`src/rtl/mult_seq_pkg.sv`:
```
// mult_seq_pkg: shared state encoding and widths for the iterative multiplier
package mult_seq_pkg;
  typedef enum logic [1:0] {
    IDLE = 2'b00,
    BUSY = 2'b01,
    DONE = 2'b10
  } state_t;
  localparam int MULT_W = 32;
  localparam int CNT_W = $clog2(MULT_W);
endpackage

```
`src/rtl/mult_seq.sv`:
```
// mult_seq: iterative radix-2 signed multiplier with level request / one-cycle completion strobe
module mult_seq
  import mult_seq_pkg::*;
#(
  parameter int WIDTH = MULT_W
) (
  input  logic                 clk,
  input  logic                 rst,
  input  logic                 mult_begin,
  input  logic [WIDTH-1:0]     mult_op1,
  input  logic [WIDTH-1:0]     mult_op2,
  output logic [2*WIDTH-1:0]   product,
  output logic                 mult_end
);
  localparam int CW = $clog2(WIDTH);
  state_t r_state, w_next;
  logic [CW-1:0] r_cnt;
  logic [WIDTH-1:0] r_mag1, r_mag2, w_mag1, w_mag2;
  logic r_neg;
  logic [2*WIDTH-1:0] r_acc, r_product, w_addend, w_sum;
  logic w_last;
  assign w_mag1 = mult_op1[WIDTH-1] ? -mult_op1 : mult_op1;
  assign w_mag2 = mult_op2[WIDTH-1] ? -mult_op2 : mult_op2;
  assign w_addend = r_mag2[r_cnt] ? ({{WIDTH{1'b0}}, r_mag1} << r_cnt) : '0;
  assign w_sum = r_acc + w_addend;
  assign w_last = r_cnt == CW'(WIDTH - 1);
  assign mult_end = r_state == DONE;
  assign product = r_product;
  // state register
  always_ff @(posedge clk or posedge rst)
    if (rst) r_state <= IDLE;
    else r_state <= w_next;
  // next state: a dropped request aborts a busy multiply, DONE always returns to IDLE
  always_comb begin
    w_next = IDLE;
    case (r_state)
      IDLE:    w_next = mult_begin ? BUSY : IDLE;
      BUSY:    w_next = !mult_begin ? IDLE : (w_last ? DONE : BUSY);
      default: w_next = IDLE;
    endcase
  end
  // datapath: sample magnitudes on start, one shift-add per busy cycle, signed result on the last step
  always_ff @(posedge clk or posedge rst)
    if (rst) begin
      r_cnt     <= '0;
      r_mag1    <= '0;
      r_mag2    <= '0;
      r_neg     <= 1'b0;
      r_acc     <= '0;
      r_product <= '0;
    end else if (r_state == IDLE && mult_begin) begin
      r_mag1 <= w_mag1;
      r_mag2 <= w_mag2;
      r_neg  <= mult_op1[WIDTH-1] ^ mult_op2[WIDTH-1];
      r_acc  <= '0;
      r_cnt  <= '0;
    end else if (r_state == BUSY && mult_begin) begin
      r_acc <= w_sum;
      r_cnt <= r_cnt + CW'(1);
      if (w_last) r_product <= r_neg ? -w_sum : w_sum;
    end
endmodule

```
`config.mk`:
```
export PLATFORM = sky130hd
export DESIGN_NAME = mult_seq
export DESIGN_NICKNAME = d
export VERILOG_FILES = /design/src/rtl/mult_seq_pkg.sv /design/src/rtl/mult_seq.sv
export SDC_FILE = /design/constraint.sdc
export NUM_CORES = 1
export LEC_CHECK = 0
export ABC_AREA = 1
export CAP_MARGIN = 25
export CORE_ASPECT_RATIO = 0.75
export CORE_MARGIN = 1.5
export CORE_UTILIZATION = 35
export DETAILED_ROUTE_END_ITERATION = 10
export SETUP_SLACK_MARGIN = 0.02
export SLEW_MARGIN = 5
export SYNTH_ARGS = -nofsm -noshare
export SYNTH_HDL_FRONTEND = slang
export SYNTH_SLANG_ARGS = --single-unit
```
`constraint.sdc`:
```
create_clock -name clk -period 7.4 [get_ports clk]
set_input_delay 1.85 -clock clk [delete_from_list [all_inputs] [get_ports clk]]
set_output_delay 1.85 -clock clk [all_outputs]
set_load 0.1 [all_outputs]
```
==> results of run 1 <==
where the power goes:
group	switching (mW)	internal (mW)	leakage [nW]
logic	2.49	1.04	8.78
registers	0.126	1.23	2.67
clock network	0.530	0.488	0.296
per-stage QoR:
step / setup slack [ps] / total power, mW / util (%)
after floorplan: 95.99 / 3.821 / -
after global placement: 1571 / 4.837 / 39.07
after detailed placement: 1603 / 4.841 / 39.07
after CTS: 1567 / 5.872 / 40.19
after global routing: 756.3 / 6.377 / 40.19
final: 1221 / 5.902 / 40.19
cells by family after synthesis:
group                      Yosys count  synth area share [%]
AOI/OAI and AO/OA                  411                 11.18
xor gates and xnor gates            84                 3.807
adders and majority gates           69                 4.506
buffers and inverters              614                 12.05
DFF                                200                 25.90
muxes                                5                0.2590
and+or+nand+nor                   1935                 42.30
layout make-up:
| type | instances | area (um2) | area share, % |
|---|---|---|---|
| Sequential cell | 200 | 5006 | 22.84 |
| Clock inverter | 15 | 181.4 | 0.8278 |
| Tap cell | 722 | 903.4 | 4.122 |
| Multi-Input combinational cell | 2504 | 12000 | 54.74 |
| Clock buffer | 17 | 425.4 | 1.941 |
| Timing Repair Buffer | 150 | 1466 | 6.691 |
| Inverter | 514 | 1937 | 8.838 |
flip-flops by register name, indices dropped and copies added (netlist names):
name	cells
product	64
r_acc	64
r_mag1	32
r_mag2	32
r_cnt	5
r_state	2
r_neg	1
worst max-delay path, cell delays in order, from the launching register on:
cell	delay [ps]
dfrtp_1	750
nand2_1	400
inv_1	180
a22o_1	220
a221oi_1	210
nor2_1	90
inv_1	340
o21ai_1	120
buf_4	270
o21ai_1	120
inv_1	100
ha_1	410
nand2_1	130
nor2_1	250
nand2_1	250
nor4_1	610
and2_1	270
nand2_1	190
nand3_1	170
nand2_1	180
nor2_1	130
nand2_1	80
nor2_1	180
nand2_1	90
nand2_1	90
nand3_1	90
nand3_1	80
nand2_1	60
worst min path at each step:
stage / start / to / slack [ps]
6_report: product[40] / product[40] / 480
5_1_grt: product[1] / product[1] / 510
4_1_cts: product[40] / product[40] / 490
3_5_place_dp: product[40] / product[40] / 470
3_3_place_gp: r_mag2[14] / r_mag2[14] / 460
2_1_floorplan: r_mag2[21] / r_mag2[21] / 450
placed cells by master (no fill, tap or decap), types with 3 or more instances in the layout:
| cell type | instances |
|---|---|
| o21ai_1 | 15 |
| nand2_1 | 1210 |
| xor2_1 | 70 |
| nor4_1 | 12 |
| or2_2 | 3 |
| nor2_1 | 301 |
| mux2i_1 | 5 |
| xnor2_1 | 14 |
| nor3_2 | 4 |
| nand3_2 | 17 |
| o31ai_1 | 9 |
| inv_1 | 498 |
| buf_4 | 18 |
| nand2_2 | 48 |
| ha_1 | 68 |
| nand4_1 | 24 |
| a21oi_1 | 63 |
| o22ai_1 | 10 |
| nand3_1 | 205 |
| a31oi_1 | 11 |
| a22oi_1 | 4 |
| nor2_2 | 31 |
| inv_6 | 3 |
| dfrtp_1 | 199 |
| inv_2 | 14 |
| o21ai_0 | 287 |
| nand3b_1 | 14 |
| nor2_4 | 9 |
| inv_8 | 7 |
| clkbuf_16 | 17 |
| o21bai_1 | 3 |
| clkdlybuf4s50_1 | 131 |
| nor3_1 | 43 |
| or2_0 | 5 |
per-layer routing:
metal  routed length, um  vias up
li1                    -    10500
met1               35240     9317
met2               28550      690
met3                5662       49
met4                1069        0
met5                   0        -
==> results.json, run 1 <==
{
  "status": "finished clean",
  "dpl-instance-area_um2": 21310,
  "n_antenna_cell": 0,
  "fmax_mhz": 161.9,
  "gp_congestion": 0.9963,
  "start_kind": "flop",
  "whs_ps": 481.9,
  "die-area_um2": 56650,
  "synth_most_common_cell": "nand2_1",
  "ios": 132,
  "hold_class": "flop to flop",
  "grt_pass1_wl_mm": 108.6,
  "reg2reg_to": "product[63]",
  "syn_nets": 3454,
  "clock-sinks": 200,
  "fin_cells": 4122,
  "yosys-top-cells-area": "dfrtp_1 (26%), nand2_1 (24%), inv_1 (9.7%)",
  "die_x_um": 274.3,
  "hold_depth": 2,
  "fin_worst_skew_ps": 16.65,
  "syn_area_per_cell_um2": 5.825,
  "rsz0062_at_grt": "no",
  "grt_pass1_vias": 18640,
  "grt_overflow": 0,
  "cts_root_buf": "clkbuf_16",
  "use_met1_pct": 37.97,
  "ys_async_sr_fraction_pct": 100.0,
  "ys_seq_elements": 200,
  "dp_cells": 4090,
  "cp.required_ps": 7790,
  "wire_per_inst_um": 17.11,
  "synth_ff_type": "dfrtp_1",
  "max-slew-margin-rel_pct": 32.85,
  "grt_max_degree": 105,
  "insertion_delay_ps": 490,
  "crit_end": "product[63]",
  "die_h_um": 206.5,
  "numCtsBuffers": 17,
  "start_util_pct": 35.44,
  "p_per_area_nw_per_um2": 269.3,
  "finalSetupViolations": 0,
  "nNetsFinal": 3523,
  "leakage_nw": 11.74,
  "drv_slew": 0,
  "finalCritPeriodShare_pct": 83.49,
  "crit_path_end_kind": "flop",
  "worst-setup-path-type": "flop to flop",
  "synth.cell_area_um2": 19330,
  "antenna_found_initial": 0,
  "crit_start": "r_cnt[2]",
  "fillerInstances": 5957,
  "cts_max_level": 4,
  "vias_per_cell": 4.987,
  "busiest_layer": "met1",
  "first_pass_iters": 7,
  "rrSetupSlack_ps": 1220,
  "synth_top_area_share_pct": 25.90,
  "cts_buffer_depth": 2,
  "areaGrowthSynthToFinish_pct": 13.40,
  "reg2reg_depth": 27,
  "num_rows": 74,
  "cts-hold-fix-buffers": 0,
  "min_period_ps": 6179,
  "ant_nets": 0,
  "cts.repair.resized": 0,
  "coreArea_um2": 54530,
  "postCtsSetupBuffers": 0,
  "yosysSeqAreaShare_pct": 25.90,
  "cts.clk_slew.worst_paths_ps": 90,
  "ys_types": 50,
  "dp_hpwl_mm": 56.77,
  "drive_gt1_share_pct": 5.412,
  "maxCapViolations": 0,
  "grt_usage_pct": 25.18,
  "synth_cells": 3318,
  "worst_slew_pin_slew_ps": 1004,
  "routed_wl_mm": 70.53,
  "irDropWorstVdd_mv": 0.1738,
  "yosysWarnings": 0,
  "timing_hold_violations_final": 0,
  "setup_tns_ps": 0,
  "rr_startpoint": "r_cnt[2]",
  "drc": 0,
  "critPathArrivalTime_ps": 6570,
  "cp_max_fo": 33,
  "port_buffers": 131,
  "met3_usage_pct": 5.368,
  "initialDrtViolationCount": 1946,
  "use_met2_pct": 36.39,
  "cts_tree": "yes",
  "finalInstanceArea_um2": 21920,
  "synth_edf_count": 0,
  "synth_common_cells": "nand2_1 (1211), inv_1 (500), nor2_1 (302)",
  "vias": 20560,
  "synth_largest_area_cell": "dfrtp_1"
}
No activity file was read; power rests on OpenSTA's default activity.
==> inputs of run 2 (changes only) <==
- clock period: 7.4 -> 5.2 ns (I/O delays scaled with it)
==> run 2 against run 1 <==
  * Non-clock buffer count increased by 22
  * Flip-flop and latch count unchanged
  * Register-to-register slack got worse by 900 ps
  * Cell count increased by 0.53%
  * Fmax increased by 27%
  * Utilization increased by 0.73 points
  * Sequential share of layout area decreased by 0.41 points
  * Combinational power increased by 47%
  * Via count decreased by 0.42%
==> results.json, run 2 (synthesized netlist as in run 1, its figures left out) <==
{
  "finalSetupViolations": 0,
  "cp.required_ps": 5580,
  "port_buffers": 131,
  "drive_gt1_share_pct": 7.744,
  "cp_max_fo": 31,
  "start_kind": "flop",
  "dp_hpwl_mm": 56.45,
  "postCtsSetupBuffers": 0,
  "clock-sinks": 200,
  "grt_max_degree": 129,
  "num_rows": 74,
  "nNetsFinal": 3545,
  "finalCritPeriodShare_pct": 93.78,
  "cts_buffer_depth": 2,
  "min_period_ps": 4877,
  "setup_tns_ps": 0,
  "layout_commonest_cell": "nand2_1",
  "fmax_mhz": 205.1,
  "die_h_um": 206.5,
  "start_util_pct": 35.44,
  "n_antenna_cell": 0,
  "worst-setup-path-type": "flop to flop",
  "drc": 0,
  "die-area_um2": 56650,
  "layout_common_cells": "nand2_1 (1200), inv_1 (498), nor2_1 (270)",
  "maxCapViolations": 0,
  "rsz0062_at_grt": "no",
  "p_per_area_nw_per_um2": 381.2,
  "wire_per_inst_um": 16.76,
  "die_x_um": 274.3,
  "first_pass_iters": 6,
  "ios": 132,
  "cts_max_level": 4,
  "insertion_delay_ps": 490,
  "areaGrowthSynthToFinish_pct": 15.46,
  "worst_slew_pin_slew_ps": 1004,
  "antenna_found_initial": 1,
  "drv_slew": 0,
  "crit_path_top_delay_cell": "dfrtp_1",
  "cts_tree": "yes",
  "numCtsBuffers": 17,
  "status": "finished clean",
  "grt_pass1_vias": 18700,
  "max-slew-margin-rel_pct": 32.84,
  "fin_worst_skew_ps": 21.27,
  "hold_class": "flop to flop",
  "grt_usage_pct": 24.93,
  "irDropWorstVdd_mv": 0.2106,
  "routed_wl_mm": 69.44,
  "finalInstanceArea_um2": 22310,
  "coreArea_um2": 54530,
  "grt_pass1_wl_mm": 107.8,
  "gp_congestion": 1.006,
  "ant_nets": 0,
  "vias_per_cell": 4.940,
  "cts_root_buf": "clkbuf_16",
  "critPathArrivalTime_ps": 5260,
  "cts.clk_slew.worst_paths_ps": 80,
  "fillerInstances": 6013,
  "dpl-instance-area_um2": 21520,
  "leakage_nw": 11.84,
  "cpPeakStageDelay_ps": 410,
  "vias": 20470,
  "crit_path_end_kind": "flop",
  "initialDrtViolationCount": 1920,
  "timing_hold_violations_final": 0,
  "grt_overflow": 0
}
run 2: changes by cell type in the layout (fill, tap and decap cells not counted), sizes merged:
| cell | previous run | this run |
|---|---|---|
| clkinv | 5 | 8 |
| clkbuf | 17 | 19 |
| buf | 19 | 41 |
| clkinvlp | 1 | 3 |
| inv | 522 | 515 |
run 2: final cells by class:
type | count | area (um2) | area share, %
well taps | 722 | 903.4 | 4.048
clock inverters | 13 | 121.4 | 0.5439
multi-input cells | 2504 | 12230 | 54.82
clock buffers | 19 | 432.9 | 1.940
repair buffers | 172 | 1685 | 7.553
inverters | 514 | 1933 | 8.663
flip-flops and latches | 200 | 5006 | 22.43
run 2: final timing paths:
kind                             start          end  slack (ps)  depth (start not counted)
max reg2reg                   r_cnt[0]  product[63]         320                         30
min                        product[38]  product[38]         480                          2
min in group asynchronous          rst    r_mag2[3]        1090                          2
min reg2reg                product[38]  product[38]         480                          2
max                           r_cnt[0]  product[63]         320                         30
max in group asynchronous          rst        r_neg        2940                          3
run 2: repair_timing:
action | in CTS | in global routing
hold buffers | 0 | 0
resized for setup | 0 | 91
endpoints found under the setup margin | 0 | 42
run 2: report_power, final:
part / internal (mW) / switching [mW] / leakage [nW]
sequential: 1.75 / 0.183 / 2.67
clock: 0.666 / 0.704 / 0.268
combinational: 1.60 / 3.60 / 8.91
run 2: through the flow:
stage	utilization [%]	std cells	setup WS [ps]	hold WS, ps	power [mW]
after CTS	40.48	4144	269.2	488.8	8.338
after detailed placement	39.46	4112	284.4	466.1	6.938
after global routing	40.92	4144	17.09	503.4	9.230
final	40.92	4144	323.4	484.0	8.506
after floorplan	-	3318	1038	446.5	5.438
after global placement	39.46	4112	351.3	464.4	6.933
run 2: metal layers:
layer	routed length, um	vias to the layer above	track usage [%]
met5	13	-	0
met2	27650	602	35.94
met4	1219	2	5.553
met3	5435	59	5.984
met1	35120	9271	37.10
li1	-	10540	-
run 2: worst max-delay path: cells and delay by family (launching register included):
family | cells | cell delay (ps)
simple gates | 17 | 2280
compound gates | 6 | 890
buf+inv | 6 | 810
flops | 1 | 410
fa+ha+maj | 1 | 390
